<file path="src/rtl/ps2_poly_tone_mapper.sv">
// ps2_poly_tone_mapper
//   Decodes a PS/2 Set-2 byte stream (make, F0 break and E0 extended prefixes)
//   into NUM_VOICES polyphonic note slots. It also keeps an octave register
//   that the octave keys move up and down; each slot latches the octave when
//   it is allocated.
//   Optional feature macro: SUSTAIN_PEDAL_EN (scancode 12 acts as a sustain pedal).
// Ports:
//   clk         system clock
//   rst         asynchronous, active-high reset
//   data        scancode byte from the PS/2 receiver
//   data_valid  one-cycle strobe qualifying data
//   voice_note  slot i at [7i+6:7i], format {octave[2:0], semitone[3:0]}
//   voice_on    per-slot sounding flag
//   octave      current octave register
//   overflow    one-cycle pulse when a make finds every slot busy
module ps2_poly_tone_mapper #(
  parameter int NUM_VOICES  = 4,
  parameter int OCT_DEFAULT = 3,
  parameter int OCT_MAX     = 6
) (
  input  logic                    clk,
  input  logic                    rst,
  input  logic [7:0]              data,
  input  logic                    data_valid,
  output logic [7*NUM_VOICES-1:0] voice_note,
  output logic [NUM_VOICES-1:0]   voice_on,
  output logic [2:0]              octave,
  output logic                    overflow
);

  localparam logic [1:0] IDLE    = 2'd0;
  localparam logic [1:0] BRK     = 2'd1;
  localparam logic [1:0] EXT     = 2'd2;
  localparam logic [1:0] EXT_BRK = 2'd3;

  localparam logic [2:0] OCT_RST = 3'(OCT_DEFAULT);
  localparam logic [2:0] OCT_TOP = 3'(OCT_MAX);

  logic [1:0]                  fsm_q, fsm_d;
  logic [NUM_VOICES-1:0]       on_q, on_d;
  logic [NUM_VOICES-1:0][6:0]  note_q, note_d;
  logic [NUM_VOICES-1:0][3:0]  tag_q, tag_d;
  logic [2:0]                  oct_q, oct_d;
  logic                        ovf_d;
  logic [4:0]                  map;
  logic                        dup, free_found;
`ifdef SUSTAIN_PEDAL_EN
  logic                        sus_q, sus_d;
  logic [NUM_VOICES-1:0]       rel_q, rel_d;
`endif

  // {hit, semitone} for the twelve note keys.
  function automatic logic [4:0] semi_map(input logic [7:0] b);
    case (b)
      8'h1C:   semi_map = {1'b1, 4'd0};
      8'h1D:   semi_map = {1'b1, 4'd1};
      8'h1B:   semi_map = {1'b1, 4'd2};
      8'h24:   semi_map = {1'b1, 4'd3};
      8'h23:   semi_map = {1'b1, 4'd4};
      8'h2B:   semi_map = {1'b1, 4'd5};
      8'h2C:   semi_map = {1'b1, 4'd6};
      8'h34:   semi_map = {1'b1, 4'd7};
      8'h35:   semi_map = {1'b1, 4'd8};
      8'h33:   semi_map = {1'b1, 4'd9};
      8'h3C:   semi_map = {1'b1, 4'd10};
      8'h3B:   semi_map = {1'b1, 4'd11};
      default: semi_map = 5'd0;
    endcase
  endfunction

  always_comb begin
    fsm_d      = fsm_q;
    on_d       = on_q;
    note_d     = note_q;
    tag_d      = tag_q;
    oct_d      = oct_q;
    ovf_d      = 1'b0;
`ifdef SUSTAIN_PEDAL_EN
    sus_d      = sus_q;
    rel_d      = rel_q;
`endif
    map        = semi_map(data);
    dup        = 1'b0;
    free_found = 1'b0;
    if (data_valid) begin
      case (fsm_q)
        IDLE: begin
          if (data == 8'hF0) begin
            fsm_d = BRK;
          end else if (data == 8'hE0) begin
            fsm_d = EXT;
          end else if (map[4]) begin
            // A sounding slot with the same tag absorbs the make (typematic
            // repeat, or re-arming a released slot under sustain).
            for (int unsigned i = 0; i < NUM_VOICES; i++) begin
              if (on_q[i] && tag_q[i] == map[3:0]) begin
                dup = 1'b1;
`ifdef SUSTAIN_PEDAL_EN
                rel_d[i] = 1'b0;
`endif
              end
            end
            if (!dup) begin
              for (int unsigned i = 0; i < NUM_VOICES; i++) begin
                if (!free_found && !on_q[i]) begin
                  free_found = 1'b1;
                  on_d[i]    = 1'b1;
                  note_d[i]  = {oct_q, map[3:0]};
                  tag_d[i]   = map[3:0];
                end
              end
              if (!free_found) ovf_d = 1'b1;
            end
          end else if (data == 8'h1A) begin
            if (oct_q != 3'd0) oct_d = oct_q - 3'd1;
          end else if (data == 8'h22) begin
            if (oct_q < OCT_TOP) oct_d = oct_q + 3'd1;
          end else if (data == 8'h29) begin
            on_d = '0;
`ifdef SUSTAIN_PEDAL_EN
            rel_d = '0;
          end else if (data == 8'h12) begin
            sus_d = 1'b1;
`endif
          end
        end
        BRK: begin
          fsm_d = IDLE;
          if (map[4]) begin
            for (int unsigned i = 0; i < NUM_VOICES; i++) begin
              if (on_q[i] && tag_q[i] == map[3:0]) begin
`ifdef SUSTAIN_PEDAL_EN
                if (sus_q) rel_d[i] = 1'b1;
                else       on_d[i]  = 1'b0;
`else
                on_d[i] = 1'b0;
`endif
              end
            end
`ifdef SUSTAIN_PEDAL_EN
          end else if (data == 8'h12) begin
            sus_d = 1'b0;
            on_d  = on_q & ~rel_q;
            rel_d = '0;
`endif
          end
        end
        EXT:     fsm_d = (data == 8'hF0) ? EXT_BRK : IDLE;
        default: fsm_d = IDLE;
      endcase
    end
  end

  always_ff @(posedge clk or posedge rst) begin
    if (rst) begin
      fsm_q    <= IDLE;
      on_q     <= '0;
      note_q   <= '0;
      tag_q    <= '0;
      oct_q    <= OCT_RST;
      overflow <= 1'b0;
`ifdef SUSTAIN_PEDAL_EN
      sus_q    <= 1'b0;
      rel_q    <= '0;
`endif
    end else begin
      fsm_q    <= fsm_d;
      on_q     <= on_d;
      note_q   <= note_d;
      tag_q    <= tag_d;
      oct_q    <= oct_d;
      overflow <= ovf_d;
`ifdef SUSTAIN_PEDAL_EN
      sus_q    <= sus_d;
      rel_q    <= rel_d;
`endif
    end
  end

  assign voice_note = note_q;
  assign voice_on   = on_q;
  assign octave     = oct_q;

endmodule

</file>
<file path="config.mk">
export PLATFORM = sky130hd
export DESIGN_NAME = ps2_poly_tone_mapper
export DESIGN_NICKNAME = d
export VERILOG_FILES = /design/src/rtl/ps2_poly_tone_mapper.sv
export SDC_FILE = /design/constraint.sdc
export NUM_CORES = 1
export LEC_CHECK = 0
export CORE_MARGIN = 2
export CORE_UTILIZATION = 44
export CTS_CLUSTER_SIZE = 20
export DETAILED_ROUTE_END_ITERATION = 8
export PLACE_DENSITY = 0.7
export SKIP_CTS_REPAIR_TIMING = 1
export SLEW_MARGIN = 20
export SYNTH_ARGS = -nofsm -noshare
export SYNTH_HDL_FRONTEND = slang
export SYNTH_SLANG_ARGS = --single-unit
export TNS_END_PERCENT = 10
</file>
<file path="constraint.sdc">
create_clock -name clk -period 2.25 [get_ports clk]
set_clock_uncertainty 0.05 [all_clocks]
set_input_delay 0.45 -clock clk [delete_from_list [all_inputs] [get_ports clk]]
set_output_delay 0.45 -clock clk [all_outputs]
set_load 0.02 [all_outputs]
</file>
; Word-level counts from Yosys, hierarchy flattened
; Index checks and enable logic that the tools add are counted.
[word_totals]
register_bits = 54
output_inout_bits = 36
word_cells = 159
[op_classes]
addsub = 2
order_cmp = 1
eq_ne = 39
muxes = 69
n_bitwise = 5
n_reduce_logical = 28
[ops]
columns = operator, n
row1 = == test 8 x 6 -> 1 bit (second input constant), 11
row2 = case mux 5 bit (12 select lines), 1
row3 = two-way mux 1 bit, 51
row4 = AND reduction 11 bit, 3
row5 = == test 8 x 5 -> 1 bit (second input constant), 4
row6 = two-way mux 4 bit, 8
row7 = AND reduction 7 bit, 4
row8 = != test 3 bit (second input constant), 8
row9 = == test 4 bit, 4
row10 = == test 8 bit (second input constant), 2
row11 = != test 2 bit (second input constant), 7
row12 = two-way mux 3 bit, 4
row13 = AND reduction 10 bit, 1
row14 = case mux 4 bit (2 select lines), 1
row15 = AND reduction 8 bit, 1
row16 = logical AND 1 bit, 7
row17 = logical NOT 1 bit, 6
row18 = two-way mux 2 bit, 3
row19 = nonzero test 2 bit, 3
row20 = NOT 1 bit, 5
row21 = case mux 2 bit (2 select lines), 1
row22 = adder 3 x 1 -> 3 bit (second input constant), 1
row23 = less-than comparator 3 bit (second input constant), 1
row24 = nonzero test 3 bit, 1
row25 = other kinds (6), 6

; Depth between registers and ports, before layout
[logic_depth]
depth_word = 53
mapped_depth = 10
depth_no_buf = 8

; Worst setup path before layout
; No wires, ideal clock.
[synth_path]
kind = input -> register
startpoint = input data[0]
endpoint = register note_q (netlist bit voice_note[14])
setup_time_ps = 125
t_arrival_ps = 2783
slack_ps = -707
stages = 9
path_buffers = 1
path_cell_list = buf_2 > or3b_1 > a2bb2oi_1 > nor2_2 > xor2_1 > nor4b_1 > nor4_4 > nand4b_2 > mux2_2
[synth_via]
elab_chain_len = 15
[synth_lines]
columns = element, line
row1 = start: declaration, 23  ; input logic [7:0] data,
row2 = == test 8 x 6 -> 1 bit / == test 8 x 5 -> 1 bit (equally long branches), 54  ; case (b)
row3 = case mux 5 bit (12 select lines), 54
row4 = == test 4 bit, 96  ; if (on_q[i] && tag_q[i] == map[3:0]) begin
row5 = logical AND 1 bit, 96
row6 = two-way mux 1 bit (4 in series), 96
row7 = two-way mux 1 bit, 92  ; end else if (map[4]) begin
row8 = two-way mux 1 bit, 90  ; end else if (data == 8'hE0) begin
row9 = two-way mux 1 bit, 88  ; if (data == 8'hF0) begin
row10 = two-way mux 1 bit, 86  ; case (fsm_q)
row11 = two-way mux 1 bit, 85  ; if (data_valid) begin
row12 = NOT 1 bit (no source line), -
row13 = AND reduction 7 bit (no source line), -
row14 = end signal: assignment, 169  ; note_q <= note_d;
row15 = end: declaration, 41  ; logic [NUM_VOICES-1:0][6:0] note_q, note_d;
; Parallel ways exist; a longest one is shown, timed or not. The select of a mux whose other input is x is not followed.
; A chain may end at the register's enable or synchronous reset.

; Worst setup path after layout
[layout_path]
startpoint = input data[0]
endpoint = register note_q (netlist bit voice_note[22])
; The elaborated chain is that of the path after synthesis.

==> impl_metrics.tcl <==
set metrics [dict create \
    status "complete, but fails checks" \
    violations "negative setup slack" \
    antenna_found_initial 0 \
    yosys_warnings 0 \
    synth_top_area_share_pct 42.96 \
    fillers 349 \
    slew_violations 0 \
    instances_no_fill 341 \
    p_per_area_nw_per_um2 492.2 \
    rsz0062_at_grt "yes" \
    rows 25 \
    n_antenna_cell 0 \
    synth_area_leaders "dfrtp_1, mux2_2, xnor2_1" \
    crit_type "in2reg" \
    p_switching_uw 473.5 \
    syn_area_um2 2097 \
    start_kind "input pin" \
    netlist_top_cells_count "dfrtp_1, mux2_2, nand2_1, xnor2_1" \
    dr_total_vias 1851 \
    cts_sinks 38 \
    yosysTopAreaCell "dfrtp_1" \
    p_int_mw 1.150 \
    synth_nets 197 \
    cts.clk_slew.worst_paths_ns 0.07 \
    finalSetupViolCount 33 \
    synthArstFlopShare_pct 100.0 \
    drt_drc_violations_left 0 \
    coreArea_um2 4661 \
    via_per_inst 5.428 \
    die_w_um 73.04 \
    cts_made_buffers 5 \
    ios 47 \
    cap_violations 0 \
    finalCritPeriodShare_pct 120.2 \
    post_dp_cell_area_um2 2957 \
    hp-class "reg2reg" \
    fp.dieArea_um2 5334 \
    worstSkewPairLatency_ns 0.29 \
    nets 298 \
    hold_slack_ns 0.4600 \
    die_h_um 73.04 \
    p_seq_share_pct 45.6 \
    first_iter_violations 111 \
    wl_mm 5.574 \
    power.total_mw 1.623 \
    clkPwrFrac_pct 30.1 \
    crit_required_ns 2.38 \
    synth_most_common_cell "dfrtp_1" \
    cp.arrival_ns 2.83 \
    endpoint_kind "flop" \
    portBuffers 46 \
    cts_tree "yes" \
    dp_slack_ns -1.228 \
    ys_seq_area_share_pct 45.47 \
    final.setup.tns_ns -12.44 \
    synth_ff_type "dfrtp_1" \
    start_util_pct 44.99 \
    grt_pass1_wl_mm 8.528 \
    finalHoldViolations 0 \
    period_needed_ns 2.704 \
    max-vdd-ir-drop_v 0.0005155 \
    ant_nets 0 \
    clock_path_buffers 2 \
    grt_pass1_vias 1765 \
    grt_max_degree 39 \
    overflow 0 \
    setup_slack_ns -0.4543 \
    h-tree-depth 2 \
    worstPathMaxFanout 8 \
    power.leakage_nw 1.585 \
    final_cell_area_um2 3298 \
    swShare_pct 29.16 \
    slew_headroom_pct 69.33 \
    yosysUniqueCellTypes 53 \
    grt_usage_pct 20.74 \
    drt_pass1_iterations 4 \
    netlist_instances 185 \
    root_buffer "clkbuf_8" \
    max_freq_ghz 0.3698 \
    fin_util_pct 70.77 \
    r2r_setup_slack_ns 0.06 \
    worst_slew_pin_slew_ns 0.4567 \
    areaGrowthSynthToFinish_pct 57.28 \
    place_hpwl_mm 3.848 \
    gp_congestion 0.8845 \
    postSynthAreaPerCell_um2 11.34 \
    combPwrFrac_pct 24.3 \
    synth_edf_count 0 \
    drive_above_1_share_pct 44.95 \
    dp_cells 321 \
    routedWlPerCell_um 16.35 \
    synth_seq_cells 38 \
]
-- power groups by stage --
| stage | combinational [mW] | sequential, mW | clock [mW] |
|---|---|---|---|
| floorplan | 0.161 | 0.779 | 0 |
| global placement | 0.357 | 0.752 | 0 |
| finish | 0.394 | 0.741 | 0.489 |
| detailed placement | 0.361 | 0.753 | 0 |
| CTS | 0.362 | 0.739 | 0.497 |
| global route | 0.421 | 0.744 | 0.532 |
-- cells in the final DEF, fill, tap and decap left out, drive strengths merged, types with 4 or more instances in the layout --
master	count
buf	56
clkbuf	8
clkdlybuf4s50	38
dfrtp	36
inv	5
mux2	28
nand2	12
nand2b	4
nor2	8
nor3	5
nor4	5
o21ai	8
xnor2	9
xor2	7
-- layout make-up --
type | instances | area (um^2) | area share [%]
Clock buffer | 6 | 82.58 | 2.504
Tap cell | 54 | 67.56 | 2.049
Clock inverter | 2 | 12.51 | 0.3794
Timing Repair Buffer | 99 | 894.6 | 27.12
Inverter | 5 | 18.77 | 0.5690
Sequential cell | 38 | 953.4 | 28.91
Multi-Input combinational cell | 137 | 1269 | 38.47
-- metal layers --
layer	track usage, %	share of wire [%]	vias up
met3	5.249	4.3	10
met2	32.13	49	47
met4	6.790	2.2	0
met1	28.40	44	914
met5	0	0	-
li1	-	-	880
-- flip-flops by register name (all words and copies together) (netlist names) --
register	flops
overflow	1
octave	3
fsm_q	2
voice_note	28
voice_on	4
-- path summary, 6_finish.rpt --
check	to	depth (start not counted)	from
hold reg to reg	voice_note[6]$_DFFE_PP0P_	1	voice_note[6]$_DFFE_PP0P_
setup / recovery	voice_note[22]$_DFFE_PP0P_	11	data[0]
max in group asynchronous	octave[1]$_DFFE_PP1P_	3	rst
min in group asynchronous	voice_note[4]$_DFFE_PP0P_	3	rst
setup reg to reg	voice_note[22]$_DFFE_PP0P_	7	voice_note[22]$_DFFE_PP0P_
hold / removal	voice_note[6]$_DFFE_PP0P_	1	voice_note[6]$_DFFE_PP0P_
-- worst max-delay path, stage by stage --
cell and delay, ns:
buf_6 0.11, or3b_1 0.37, a211o_1 0.30, o21ai_4 0.11, buf_12 0.15, xnor2_2 0.07, and4_4 0.16, nor4_4 0.47
nand4_2 0.16, buf_6 0.19, mux2_2 0.29
-- cell families after synthesis --
kind of cell / after synthesis / share of synthesized area [%]
AO/OA/AOI/OAI: 29 / 10.14
XOR/XNOR: 16 / 6.683
adder cells (fa/ha/maj): 1 / 0.9547
buffers and inverters: 10 / 1.909
flip-flops: 38 / 45.47
multiplexers: 28 / 15.04
AND/OR/NAND/NOR: 63 / 19.81
No activity file was read; power rests on OpenSTA's default activity.
